File: config.mk
export PLATFORM = sky130hd
export DESIGN_NAME = mvm_sequencer
export DESIGN_NICKNAME = d
export VERILOG_FILES = /design/src/rtl/mvm_sequencer.sv
export SDC_FILE = /design/constraint.sdc
export NUM_CORES = 1
export LEC_CHECK = 0
export BUFFER_PORTS_ARGS = -buffer_cell sky130_fd_sc_hd__clkbuf_2
export CORE_ASPECT_RATIO = 0.7
export CORE_UTILIZATION = 42
export DETAILED_ROUTE_END_ITERATION = 6
export PLACE_DENSITY_LB_ADDON = 0.05
export RECOVER_POWER = 25
export SLEW_MARGIN = 20
export SYNTH_ARGS = -nofsm -noshare
export SYNTH_HDL_FRONTEND = slang
export SYNTH_SLANG_ARGS = --single-unit
File: constraint.sdc
create_clock -name clk -period 1.4 [get_ports clk]
set_clock_uncertainty 0.05 [all_clocks]
set_input_delay 0.21 -clock clk [delete_from_list [all_inputs] [get_ports clk]]
set_output_delay 0.21 -clock clk [all_outputs]
set_load 0.02 [all_outputs]
File: src/rtl/mvm_sequencer.sv
// mvm_sequencer: row-serial y = W*v + b through one MAC; define SATURATE_EN to clamp overflowed results
module mvm_sequencer #(
  parameter int M = 4,
  parameter int N = 4,
  parameter int NUM_S = 1,
  localparam int AW = (M * N > 1) ? $clog2(M * N) : 1,
  localparam int VW = (N > 1) ? $clog2(N) : 1,
  localparam int BW = (M > 1) ? $clog2(M) : 1
) (
  input  logic                clk,
  input  logic                reset,
  input  logic                start,
  output logic                ready,
  output logic                done,
  output logic                rd_en,
  output logic [AW-1:0]       addr_w,
  output logic [VW-1:0]       addr_v,
  output logic [BW-1:0]       addr_b,
  output logic                mac_valid_in,
  input  logic signed [15:0]  mac_f,
  input  logic                mac_valid_out,
  input  logic                mac_overflow,
  output logic                y_wr_en,
  output logic [BW-1:0]       y_addr,
  output logic [15:0]         y_data,
  output logic [M-1:0]        ovf_flags
);
  typedef enum logic [1:0] {S_IDLE, S_ISSUE, S_WAIT, S_DONE} state_t;
  state_t r_state, w_next;
  logic [BW-1:0] r_row, r_y_addr;
  logic [VW-1:0] r_col;
  logic [AW-1:0] r_base;
  logic [15:0] r_y_data, w_y_data;
  logic [M-1:0] r_ovf;
  logic r_mac_valid_in, r_y_wr_en, w_col_last, w_row_last, w_accept;
  if (M < 1 || N < 1 || NUM_S < 0) begin : g_param_check
    $error("mvm_sequencer: M and N must be >= 1, NUM_S >= 0");
  end
  always_comb begin
    w_col_last = r_col == VW'(N - 1);
    w_row_last = r_row == BW'(M - 1);
    w_accept = r_state == S_WAIT && mac_valid_out;
    w_next = r_state == S_IDLE  ? (start ? S_ISSUE : S_IDLE) :
             r_state == S_ISSUE ? (w_col_last ? S_WAIT : S_ISSUE) :
             r_state == S_WAIT  ? (mac_valid_out ? (w_row_last ? S_DONE : S_ISSUE) : S_WAIT) :
                                  S_IDLE;
`ifdef SATURATE_EN
    // a positive overflow wraps negative, so the wrapped sign picks the opposite rail
    w_y_data = mac_overflow ? (mac_f[15] ? 16'h7FFF : 16'h8000) : mac_f;
`else
    w_y_data = mac_f;
`endif
  end
  always_ff @(posedge clk) begin
    if (reset) begin
      r_state <= S_IDLE;
      r_row <= '0;
      r_col <= '0;
      r_base <= '0;
      r_mac_valid_in <= 1'b0;
      r_y_wr_en <= 1'b0;
      r_y_addr <= '0;
      r_y_data <= '0;
      r_ovf <= '0;
    end else begin
      r_state <= w_next;
      r_mac_valid_in <= r_state == S_ISSUE;
      r_y_wr_en <= w_accept;
      if (r_state == S_IDLE && start) begin
        r_row <= '0;
        r_col <= '0;
        r_base <= '0;
        r_ovf <= '0;
      end
      if (r_state == S_ISSUE) r_col <= w_col_last ? '0 : r_col + 1'b1;
      if (w_accept) begin
        r_y_addr <= r_row;
        r_y_data <= w_y_data;
        r_ovf[r_row] <= mac_overflow;
        r_row <= w_row_last ? '0 : r_row + 1'b1;
        r_base <= w_row_last ? '0 : r_base + AW'(N);
      end
    end
  end
  assign ready = r_state == S_IDLE;
  assign rd_en = r_state == S_ISSUE;
  assign done = r_state == S_DONE;
  assign addr_w = r_base + AW'(r_col);
  assign addr_v = r_col;
  assign addr_b = r_row;
  assign mac_valid_in = r_mac_valid_in;
  assign y_wr_en = r_y_wr_en;
  assign y_addr = r_y_addr;
  assign y_data = r_y_data;
  assign ovf_flags = r_ovf;
endmodule

==> results_dict.tcl <==
set metrics [dict create \
    grt_use_total_pct 17.5 \
    critPathRequiredTime_ns 1.14 \
    critical_path_arrival_ns 1.08 \
    wl_met3_um 178 \
    drive_gt1_share_pct 27.4 \
    synth-main-ff-cell "dfxtp_1" \
    fp.dieH_um 48.7 \
    drtAntennaViolNets 0 \
    grt_max_degree 27 \
    port_buffers 55 \
    cts_sinks 32 \
    intPower_mw 1.37 \
    synth_top_family_by_area "simple AND/OR/NAND/NOR gates" \
    fillCellCount 280 \
    synth_edf_count 0 \
    maxSlewViolCount 0 \
    place_hpwl_mm 2.07 \
    worst_r2r_path_depth 5 \
    hold_path_class "in2reg" \
    p_leak_nw 0.748 \
    viasPerCell 4.75 \
    overflow 0 \
    grt_antenna_before_repair 0 \
    ys_ff_latch 32 \
    vdd_drop_max_mv 0.831 \
    synth_cell_types 31 \
    synth-adder-area-share_pct 5.74 \
    crit_slowest_cell "dfxtp_2" \
    fin_setup_tns_ns 0 \
    critical_path_buf_inv_count 2 \
    synth-async-reset-ratio_pct 0 \
    cp_slowest_stage_delay_ns 0.39 \
    nets 241 \
    layout_worst_path_cycle_share_pct 96.1 \
    syn_inst 154 \
    status "complete, no violations" \
    crit_type "reg2out" \
    seqPwrFrac_pct 52.8 \
    finish.utilization_pct 59.9 \
    synth_mux_area_share_pct 0.766 \
    yosysSeqAreaShare_pct 49.0 \
    die-area_um2 3340 \
    p_per_area_nw_per_um2 1020 \
    drt_iter0_drc 64 \
    gp_congestion 0.764 \
    first_pass_iters 4 \
    cts_made_buffers 5 \
    core.rowCount 16 \
    areaGrowthSynthToFinish_pct 32.1 \
    hold_viol_final 0 \
    antenna_cells 0 \
    hold_buffers 0 \
    hold_slack_ns 0.109 \
    netSwitchingFraction_pct 21.8 \
    synth-xor-area-share_pct 0.670 \
    period_needed_ns 1.34 \
    synth_nets 181 \
    met2WireLength_mm 1.23 \
    routed_wl_mm 2.79 \
    cts.clk_slew.worst_paths_ns 0.06 \
    switching_power_mw 0.383 \
    critical_path_depth 3 \
    wl_met1_mm 1.37 \
    crit_chain "buf_4 -> and2_1 -> clkbuf_2" \
    grt_pass1_wl_mm 4.37 \
    hold_depth 3 \
    wl_per_cell_um 11.1 \
    h-tree-depth 2 \
    drc 0 \
    initial_core_util_pct 45.4 \
    setup_violations 0 \
    synth_area_per_cell_um2 8.49 \
    core-area_um2 2880 \
    route.vias.total 1192 \
    cts_tree "built" \
    grt_pass1_vias 1024 \
    p_clk_share_pct 40.1 \
    endpoint_kind "output pin" \
    worst_setup_path_start_kind "flip-flop" \
    synth_compound_area_share_pct 15.9 \
    highest_layer "met4" \
    cts_buffer_depth 2 \
    synthSimpleGateAreaFrac_pct 21.6 \
    die_x_um 68.7 \
    cp_top_family "flip-flops" \
    io-pin-count 56 \
    timing.fmax_mhz 744 \
    maxCapViolCount 0 \
    cts-root-buf "clkbuf_8" \
    clk_latency_ns 0.27 \
    comb_power_share_pct 7.2 \
    netlist_area_um2 1310 \
    crit_fanout 6 \
    ys_warn_count 0 \
]
power by group through the flow:
stage | clock (mW) | sequential, mW | combinational, mW
after detailed placement | 0 | 0.946 | 0.124
after floorplan | 0 | 0.951 | 0.0588
after global routing | 0.766 | 0.928 | 0.138
after CTS | 0.722 | 0.925 | 0.125
final | 0.704 | 0.927 | 0.126
after global placement | 0 | 0.944 | 0.123
flip-flops by register name, indices dropped and copies added (netlist names):
name          flops
r_state           2
y_wr_en           1
r_base            2
addr_b            2
ovf_flags         4
mac_valid_in      1
y_addr            2
addr_v            2
y_data           16
routing by layer:
metal	GRT usage, %	vias up
li1	-	631
met3	7.31	2
met5	0	-
met4	3.06	0
met2	27.6	33
met1	22.3	526
kinds of logic after synthesis:
group | after synthesis
buffers and inverters | 15
xor gates and xnor gates | 1
other | 1
AOI/OAI and AO/OA | 35
muxes | 1
and+or+nand+nor | 63
DFF | 32
adders and majority gates | 6
cell usage in the layout (no fill, tap or decap), types with 2 or more instances in the layout:
cell type,n
nand2_1,42
clkbuf_2,40
dfxtp_1,30
a21oi_1,21
clkbuf_1,17
buf_4,7
ha_1,6
clkbuf_8,6
nor2_1,5
inv_1,5
and3_1,4
a31o_1,4
o21ai_0,3
o21bai_1,2
nor2b_1,2
nand3_1,2
a31oi_1,2
dfxtp_2,2
worst paths after layout:
| kind | endpoint | startpoint | slack, ns |
|---|---|---|---|
| worst max-delay path | done | r_state[0] | 0.06 |
| worst min-delay path | y_data[6] | mac_f[6] | 0.11 |
| worst max register to register | r_base[3] | addr_b[1] | 0.07 |
| worst min register to register | y_data[5] | y_data[5] | 0.40 |
area by class of cell:
type / count / area [µm²] / share of cell area (%)
repair buffers: 63 / 329 / 19.1
clock buffers: 8 / 90.1 / 5.22
multi-input cells: 107 / 601 / 34.8
inverters: 5 / 18.8 / 1.09
well taps: 36 / 45.0 / 2.61
flip-flops and latches: 32 / 643 / 37.2
cells in the mapped netlist, types with 2 or more instances:
| master | n | share of area (%) |
|---|---|---|
| a21oi_1 | 21 | 8.0 |
| a31o_1 | 4 | 2.7 |
| a31oi_1 | 2 | 0.96 |
| and3_1 | 4 | 1.9 |
| buf_1 | 2 | 0.57 |
| buf_2 | 3 | 1.1 |
| buf_4 | 3 | 1.7 |
| dfxtp_1 | 32 | 49 |
| ha_1 | 6 | 5.7 |
| inv_1 | 5 | 1.4 |
| nand2_1 | 42 | 12 |
| nand3_1 | 2 | 0.77 |
| nor2_1 | 5 | 1.4 |
| nor2b_1 | 2 | 0.96 |
| nor3b_1 | 2 | 1.1 |
| o21ai_0 | 3 | 1.1 |
| o21bai_1 | 2 | 1.1 |
worst register-to-register path: stages, from the launching register on:
cell     delay, ns
dfxtp_1       0.37
ha_1          0.24
nor3b_2       0.19
buf_4         0.15
nand3_1       0.09
a31oi_1       0.18
timing repair:
action                                  in CTS  in global routing
hold endpoints to repair                     0                  0
gates resized for setup                      1                  3
pin swaps                                    0                  0
setup buffers                                0                  0
endpoints found under the setup margin       1                  3
through the flow:
stage / worst slack [ns] / cell area (µm²) / instances / total power, mW
6_report: 0.0553 / 1730 / 251 / 1.76
5_1_grt: -0.000888 / 1730 / 251 / 1.83
4_1_cts: 0.000705 / 1730 / 251 / 1.77
3_5_place_dp: 0.0768 / 1640 / 243 / 1.07
3_3_place_gp: 0.138 / 1640 / 243 / 1.07
2_1_floorplan: 0.00886 / 1310 / 154 / 1.01
No activity file was read; power rests on OpenSTA's default activity.
